**src/rtl/apb_arb_master.sv**
```systemverilog
// Round-robin arbiter that shares one APB master port between NUM_REQ requesters.
// Runs the SETUP/ACCESS sequence, honours wait states and aborts stalled transfers after TIMEOUT cycles.
module apb_arb_master #(
  parameter int NUM_REQ = 2,
  parameter int ADDR_W  = 32,
  parameter int DATA_W  = 32,
  parameter int TIMEOUT = 16
) (
  input  logic                      pclk,
  input  logic                      presetn,
  input  logic [NUM_REQ-1:0]        req_valid,
  input  logic [NUM_REQ-1:0]        req_write,
  input  logic [NUM_REQ*ADDR_W-1:0] req_addr,
  input  logic [NUM_REQ*DATA_W-1:0] req_wdata,
  output logic [NUM_REQ-1:0]        req_ready,
  output logic [NUM_REQ-1:0]        rsp_valid,
  output logic [DATA_W-1:0]         rsp_rdata,
  output logic                      rsp_err,
  output logic                      psel,
  output logic                      penable,
  output logic                      pwrite,
  output logic [ADDR_W-1:0]         paddr,
  output logic [DATA_W-1:0]         pwdata,
  input  logic [DATA_W-1:0]         prdata,
  input  logic                      pready,
  input  logic                      pslverr
);

  localparam int IDX_W = $clog2(NUM_REQ);
  localparam int CNT_W = (TIMEOUT > 0) ? $clog2(TIMEOUT + 1) : 1;
  localparam logic [IDX_W-1:0] LAST_RST = IDX_W'(NUM_REQ - 1);
  localparam logic [CNT_W-1:0] CNT_LAST = (TIMEOUT > 0) ? CNT_W'(TIMEOUT - 1) : '0;

  typedef enum logic [1:0] {IDLE, SETUP, ACCESS} state_t;

  state_t               state_q, state_d;
  logic                 psel_q, psel_d;
  logic                 penable_q, penable_d;
  logic                 pwrite_q, pwrite_d;
  logic [ADDR_W-1:0]    paddr_q, paddr_d;
  logic [DATA_W-1:0]    pwdata_q, pwdata_d;
  logic [NUM_REQ-1:0]   req_ready_q, req_ready_d;
  logic [NUM_REQ-1:0]   rsp_valid_q, rsp_valid_d;
  logic [DATA_W-1:0]    rsp_rdata_q, rsp_rdata_d;
  logic                 rsp_err_q, rsp_err_d;
  logic [CNT_W-1:0]     wait_cnt_q, wait_cnt_d;
  logic [IDX_W-1:0]     last_q, last_d;
  logic [IDX_W-1:0]     grant_q, grant_d;

  logic                 pick_found;
  logic [IDX_W-1:0]     pick_idx;
  logic [IDX_W-1:0]     pick_cand;
  logic                 timed_out;
  logic                 do_grant;

  // Scan starts just after the previous winner so every requester gets a turn.
  always_comb begin
    pick_found = 1'b0;
    pick_idx   = '0;
    pick_cand  = '0;
    for (int k = 1; k <= NUM_REQ; k++) begin
      pick_cand = IDX_W'((int'(last_q) + k) % NUM_REQ);
      if (!pick_found && req_valid[pick_cand]) begin
        pick_found = 1'b1;
        pick_idx   = pick_cand;
      end
    end
  end

  assign timed_out = (TIMEOUT != 0) && (wait_cnt_q == CNT_LAST);

  always_comb begin
    state_d     = state_q;
    psel_d      = psel_q;
    penable_d   = penable_q;
    pwrite_d    = pwrite_q;
    paddr_d     = paddr_q;
    pwdata_d    = pwdata_q;
    req_ready_d = '0;
    rsp_valid_d = '0;
    rsp_rdata_d = rsp_rdata_q;
    rsp_err_d   = rsp_err_q;
    wait_cnt_d  = wait_cnt_q;
    last_d      = last_q;
    grant_d     = grant_q;
    do_grant    = 1'b0;

    case (state_q)
      IDLE: do_grant = 1'b1;
      SETUP: begin
        state_d   = ACCESS;
        penable_d = 1'b1;
      end
      ACCESS: begin
        if (pready || timed_out) begin
          rsp_valid_d[grant_q] = 1'b1;
          rsp_rdata_d = (pready && !pwrite_q) ? prdata : '0;
          rsp_err_d   = pready ? pslverr : 1'b1;
          do_grant    = 1'b1;
        end else begin
          wait_cnt_d = wait_cnt_q + CNT_W'(1);
        end
      end
      default: state_d = IDLE;
    endcase

    // A completing ACCESS can hand the bus straight to the next winner.
    if (do_grant) begin
      if (pick_found) begin
        state_d              = SETUP;
        psel_d               = 1'b1;
        penable_d            = 1'b0;
        pwrite_d             = req_write[pick_idx];
        paddr_d              = req_addr[pick_idx*ADDR_W +: ADDR_W];
        pwdata_d             = req_write[pick_idx] ? req_wdata[pick_idx*DATA_W +: DATA_W] : '0;
        req_ready_d[pick_idx] = 1'b1;
        last_d               = pick_idx;
        grant_d              = pick_idx;
        wait_cnt_d           = '0;
      end else begin
        state_d   = IDLE;
        psel_d    = 1'b0;
        penable_d = 1'b0;
      end
    end
  end

  always_ff @(posedge pclk or negedge presetn) begin
    if (!presetn) begin
      state_q     <= IDLE;
      psel_q      <= 1'b0;
      penable_q   <= 1'b0;
      pwrite_q    <= 1'b0;
      paddr_q     <= '0;
      pwdata_q    <= '0;
      req_ready_q <= '0;
      rsp_valid_q <= '0;
      rsp_rdata_q <= '0;
      rsp_err_q   <= 1'b0;
      wait_cnt_q  <= '0;
      last_q      <= LAST_RST;
      grant_q     <= '0;
    end else begin
      state_q     <= state_d;
      psel_q      <= psel_d;
      penable_q   <= penable_d;
      pwrite_q    <= pwrite_d;
      paddr_q     <= paddr_d;
      pwdata_q    <= pwdata_d;
      req_ready_q <= req_ready_d;
      rsp_valid_q <= rsp_valid_d;
      rsp_rdata_q <= rsp_rdata_d;
      rsp_err_q   <= rsp_err_d;
      wait_cnt_q  <= wait_cnt_d;
      last_q      <= last_d;
      grant_q     <= grant_d;
    end
  end

  assign psel      = psel_q;
  assign penable   = penable_q;
  assign pwrite    = pwrite_q;
  assign paddr     = paddr_q;
  assign pwdata    = pwdata_q;
  assign req_ready = req_ready_q;
  assign rsp_valid = rsp_valid_q;
  assign rsp_rdata = rsp_rdata_q;
  assign rsp_err   = rsp_err_q;

endmodule

```
**config.mk**
```make
export PLATFORM = sky130hd
export DESIGN_NAME = apb_arb_master
export DESIGN_NICKNAME = d
export VERILOG_FILES = /design/src/rtl/apb_arb_master.sv
export SDC_FILE = /design/constraint.sdc
export NUM_CORES = 1
export LEC_CHECK = 0
export CORE_MARGIN = 10
export CORE_UTILIZATION = 37
export CTS_CLUSTER_DIAMETER = 100
export DETAILED_ROUTE_END_ITERATION = 8
export MAX_ROUTING_LAYER = met4
export PLACE_DENSITY_LB_ADDON = 0.2
export SYNTH_ARGS = -nofsm -noshare
export SYNTH_HDL_FRONTEND = slang
export SYNTH_SLANG_ARGS = --single-unit
```
**constraint.sdc**
```tcl
create_clock -name pclk -period 2.27 [get_ports pclk]
set_input_delay 0.3405 -clock pclk [delete_from_list [all_inputs] [get_ports pclk]]
set_output_delay 0.3405 -clock pclk [all_outputs]
set_load 0.005 [all_outputs]
```
======== Word level (Yosys, flattened, before mapping) ========
Cells that the tools add are included.
cells by class
  add/sub/neg operators ................... 3
  mux-type cells .......................... 33
  order comparisons ....................... 6
  reductions and logical operators ........ 12
  shifts and indexed selects .............. 2
  eq/ne operators ......................... 4
operator list
  operator                                                     count
  indexed part select 64 x 7 -> 32 bit                         2
  2-to-1 mux 32 bit                                            2
  2-to-1 mux 5 bit                                             4
  2-to-1 mux 1 bit                                             18
  2-to-1 mux 2 bit                                             5
  less-than comparator 1 x 2 -> 1 bit (second input constant)  4
  adder 5 x 1 -> 5 bit (second input constant)                 1
  == test 5 x 4 -> 1 bit (second input constant)               1
  logical AND 1 bit                                            4
  case mux 2 bit (2 select lines)                              1
  AND reduction 2 bit                                          2
  adder 1 bit (second input constant)                          2
  demux 1 bit (select 1 bit)                                   2
  == test 2 x 1 -> 1 bit (second input constant)               1
  == test 2 bit (second input constant)                        1
  >= comparator 1 bit (second input constant)                  2
  logical NOT 1 bit                                            2
  logical NOT 2 bit                                            1
  != test 2 x 1 -> 1 bit (second input constant)               1
  case mux 1 bit (2 select lines)                              1
  nonzero test 2 bit                                           1
  OR reduction 2 bit                                           1
  logical OR 1 bit                                             1
word-level totals
  output and inout bits ................... 104
  input port bits ......................... 168
  word-level logic and storage cells ...... 73
  register bits after elaboration ......... 113

======== Longest topological paths before layout ========
  depth after elaboration ................. 13
  gate-level depth with buffers ........... 8
  gate-level depth less buffers ........... 7

======== Worst setup path before layout ========
OpenSTA, ideal clock, no wires.
  kind .................................... flip-flop to flip-flop
  from .................................... register wait_cnt_q[0]
  to ...................................... register pwdata_q[7], in the netlist pwdata[7]
  path slack .............................. 0.126 ns
  path buffers ............................ 1
  required time ........................... 2.143 ns
  library setup time ...................... 0.127 ns
  cell stages (with the launch flop) ...... 9
  period minus slack after synthesis ...... 2.144 ns
  arrival ................................. 2.017 ns
  cell sequence ........................... dfrtp_1 > ha_1 > and3_1 > ha_1 > nor3b_4 > or3_4 > inv_2 > buf_4 > mux2_1
between the ends
  cells in the longest elaborated chain, start to end .. 5
RTL lines
  element                          line  RTL
  start, declared                  46    logic [CNT_W-1:0] wait_cnt_q, wait_cnt_d;
  start signal, assigned           154   wait_cnt_q <= wait_cnt_d;
  == test 5 x 4 -> 1 bit           70    assign timed_out = (TIMEOUT != 0) && (wait_cnt_q == CNT_LAST);
  logical OR 1 bit                 95    if (pready || timed_out) begin
  2-to-1 mux 1 bit                 95
  case mux 1 bit (2 select lines)  88    case (state_q)
  AND reduction 2 bit (no line)    -
  end signal, assigned             149   pwdata_q <= pwdata_d;
  end, declared                    41    logic [DATA_W-1:0] pwdata_q, pwdata_d;
Every way passes these cells.
A chain may end at the register's enable or synchronous reset.

======== Final worst setup path ========
  from .................................... register wait_cnt_q[1]
  to ...................................... register pwdata_q[7], in the netlist pwdata[7]
Same word-level chain as after synthesis.

==> impl_metrics.tcl <==
set metrics [dict create \
    clock-sinks 113 \
    async_reset_ff_share_pct 100 \
    yosysWarnings 0 \
    nFillCells 1183 \
    place_inst 927 \
    ys_ff_latch 113 \
    synth_top_cell_area_share_pct 51.4 \
    hold_slack_ns 0.424 \
    worstReg2RegEnd "pwdata[7]" \
    cts_tree "yes" \
    finalCritPeriodShare_pct 95.5 \
    worst_path_largest_cell_delay_ns 0.40 \
    cts_buffers 17 \
    drt-initial-drc-count 195 \
    antenna_found_initial 0 \
    p_per_area_nw_per_um2 1170 \
    grt_usage_pct 18.7 \
    gr-total-overflow 0 \
    n_antenna_cell 0 \
    finClkSkew_ns 0.00691 \
    required_ns 2.56 \
    regArea_um2 2830 \
    start_kind "flip-flop" \
    wirelength_mm 18.8 \
    timing.rr.start "wait_cnt_q[1]" \
    ys_types 35 \
    synth_area_um2 5460 \
    grt_setup_unrepaired "false" \
    fin_ws_ns 0.102 \
    cts_root_buf "clkbuf_16" \
    cp_cell_sequence "ha_1 -> and3_1 -> ha_2 -> nor3b_4 -> or3_4 -> inv_2 -> clkbuf_16 -> mux2_1" \
    ioPinCount 272 \
    dpl_worst_slack_ns -0.193 \
    slew_violations 0 \
    setup_viol 0 \
    fp.dieH_um 141 \
    timing.setup.tns_ns 0 \
    postRouteAntennaNets 0 \
    tightestPinTransition_ns 0.691 \
    grt_max_degree 45 \
    finalHoldViolations 0 \
    path_buf_inv 2 \
    std_cell_rows 44 \
    dr.pass1.iters 4 \
    synth-main-ff-cell "dfrtp_1" \
    hp-class "primary input to async pin" \
    via_per_inst 5.07 \
    instances_no_fill 961 \
    endpoint_kind "flip-flop" \
    p_leak_nw 3.91 \
    hpwl_mm 14.1 \
    post_drt_wl_per_cell_um 19.6 \
    rrSetupSlack_ns 0.10 \
    core_region_area_um2 14500 \
    initial_core_util_pct 37.7 \
    routabilityCongestion 0.840 \
    post-route-drc-count 0 \
    nets 936 \
    critPathMaxFanout 22 \
    port_buffers 271 \
    max_freq_mhz 461 \
    clkTransAtPathRegs_ns 0.06 \
    grt_pass1_vias 5284 \
    path_delay_family "simple AND/OR/NAND/NOR gates" \
    multiInputGateArea_um2 2340 \
    die_x_um 141 \
    syn_area_per_cell_um2 11.2 \
    criticalPathCategory "flip-flop to flip-flop" \
    synth_top_area_cell "dfrtp_1" \
    syn_nets 658 \
    syn-instance-count 488 \
    htree_levels 4 \
    area_growth_pct 67.1 \
    worstPathArrival_ns 2.46 \
    drive_gt1_share_pct 14.2 \
    layout_min_cycle_time_ns 2.17 \
    outcome "finished clean" \
    clock_latency_ns 0.41 \
    synth_area_leaders "dfrtp_1 51%, mux2i_1 12%, mux2_2 8.9%" \
    vias 4869 \
    ir_drop_mv 0.558 \
    yosysSeqAreaShare_pct 51.9 \
    clock_path_buffers 2 \
    cpMaxStageDelayCell "dfrtp_1" \
    ys_top_cells_by_count "112 x dfrtp_1, 99 x nand2_1, 64 x mux2i_1" \
    synth_most_common_cell "dfrtp_1" \
    grt_pass1_wl_mm 29.0 \
    r2r_cells 8 \
    synth-edff-count 0 \
    cap_violations 0 \
    max_slew_margin_pct 53.6 \
    die_area_um2 20000 \
]
## what timing repair did
action / CTS / global route
endpoints found under the hold margin: 27 / 0
endpoints found under the setup margin: 16 / 66
pin swaps: 1 / 2
buffers inserted: 0 / 1
resized for setup: 1 / 3
cloned: 1 / 1
hold buffers: 1 / 0
## cells by family (layout without fill, tap and decap cells)
logic type	after synthesis	after routing	synth area share, %
AOI/OAI and AO/OA	40	40	6.44
xor gates and xnor gates	1	1	0.161
adders and majority gates	2	2	0.459
and+or+nand+nor	147	148	14.0
DFF	113	113	51.9
buffers and inverters	76	364	6.03
muxes	109	109	21.0
## area by class of cell
type                    instances  area share [%]
clock buffers                  21            5.27
clock inverters                 9            1.18
inverters                      37            1.52
multi-input cells             300            25.7
flip-flops and latches        113            31.0
well taps                     184            2.53
repair buffers                297            32.8
## where the power goes
| group | internal, mW | total, mW | switching [mW] | leakage, nW |
|---|---|---|---|---|
| Clock | 1.71 | 2.63 | 0.918 | 0.275 |
| Sequential | 2.94 | 3.50 | 0.555 | 1.45 |
| Combinational | 2.79 | 4.51 | 1.72 | 2.19 |
## sequential cells by signal (all words and copies together) (netlist names), 2 cells and up
signal,count
rsp_rdata,32
state_q,2
req_ready,2
paddr,32
pwdata,32
rsp_valid,2
wait_cnt_q,5
## placed cells by master, fill, tap and decap left out, types with 2 or more instances in the layout
master,count
bufinv_16,2
clkbuf_16,18
o21ai_0,3
a21oi_1,5
or3_1,2
a221o_1,27
mux2_1,2
clkbuf_8,4
a21o_1,2
nor4_4,2
nor2_1,5
clkinvlp_4,5
inv_1,36
buf_4,19
clkinv_2,2
mux2i_1,64
mux2_2,43
clkdlybuf4s50_1,270
dfrtp_1,112
buf_12,5
nand2_1,99
nor2b_1,2
nor4b_1,28
## worst register-to-register path: stages (launching register included)
cell	delay, ns
dfrtp_1	0.40
ha_1	0.21
and3_1	0.18
ha_2	0.20
nor3b_4	0.29
or3_4	0.19
inv_2	0.06
clkbuf_16	0.19
mux2_1	0.32
## metal layers
metal | global-route usage (%) | up-vias | part of all wire [%]
met5 | - | - | 0
met4 | 5.43 | 0 | 1.1
met3 | 6.61 | 17 | 8.0
met2 | 31.6 | 208 | 51
met1 | 20.4 | 2381 | 40
li1 | - | 2263 | -
## how the worst max path moves through the flow
stage	slack [ns]	endpoint	cells after the start	start
floorplan	0.13	pwdata[7]	8	wait_cnt_q[0]
global placement	-0.12	paddr[16]	5	pready
detailed placement	-0.19	paddr[16]	5	pready
CTS	-0.01	paddr[25]	6	wait_cnt_q[1]
global route	0.001	paddr[11]	7	wait_cnt_q[1]
finish	0.10	pwdata[7]	8	wait_cnt_q[1]
## per-stage QoR
stage               util, %  area [um2]  power, mW
floorplan                 -        5460       5.23
finish                 63.0        9120       10.6
CTS                    62.6        9070       10.7
global route           63.0        9120       11.2
detailed placement     58.4        8450       8.01
global placement       58.4        8450       7.87
No activity file was read; power rests on OpenSTA's default activity.
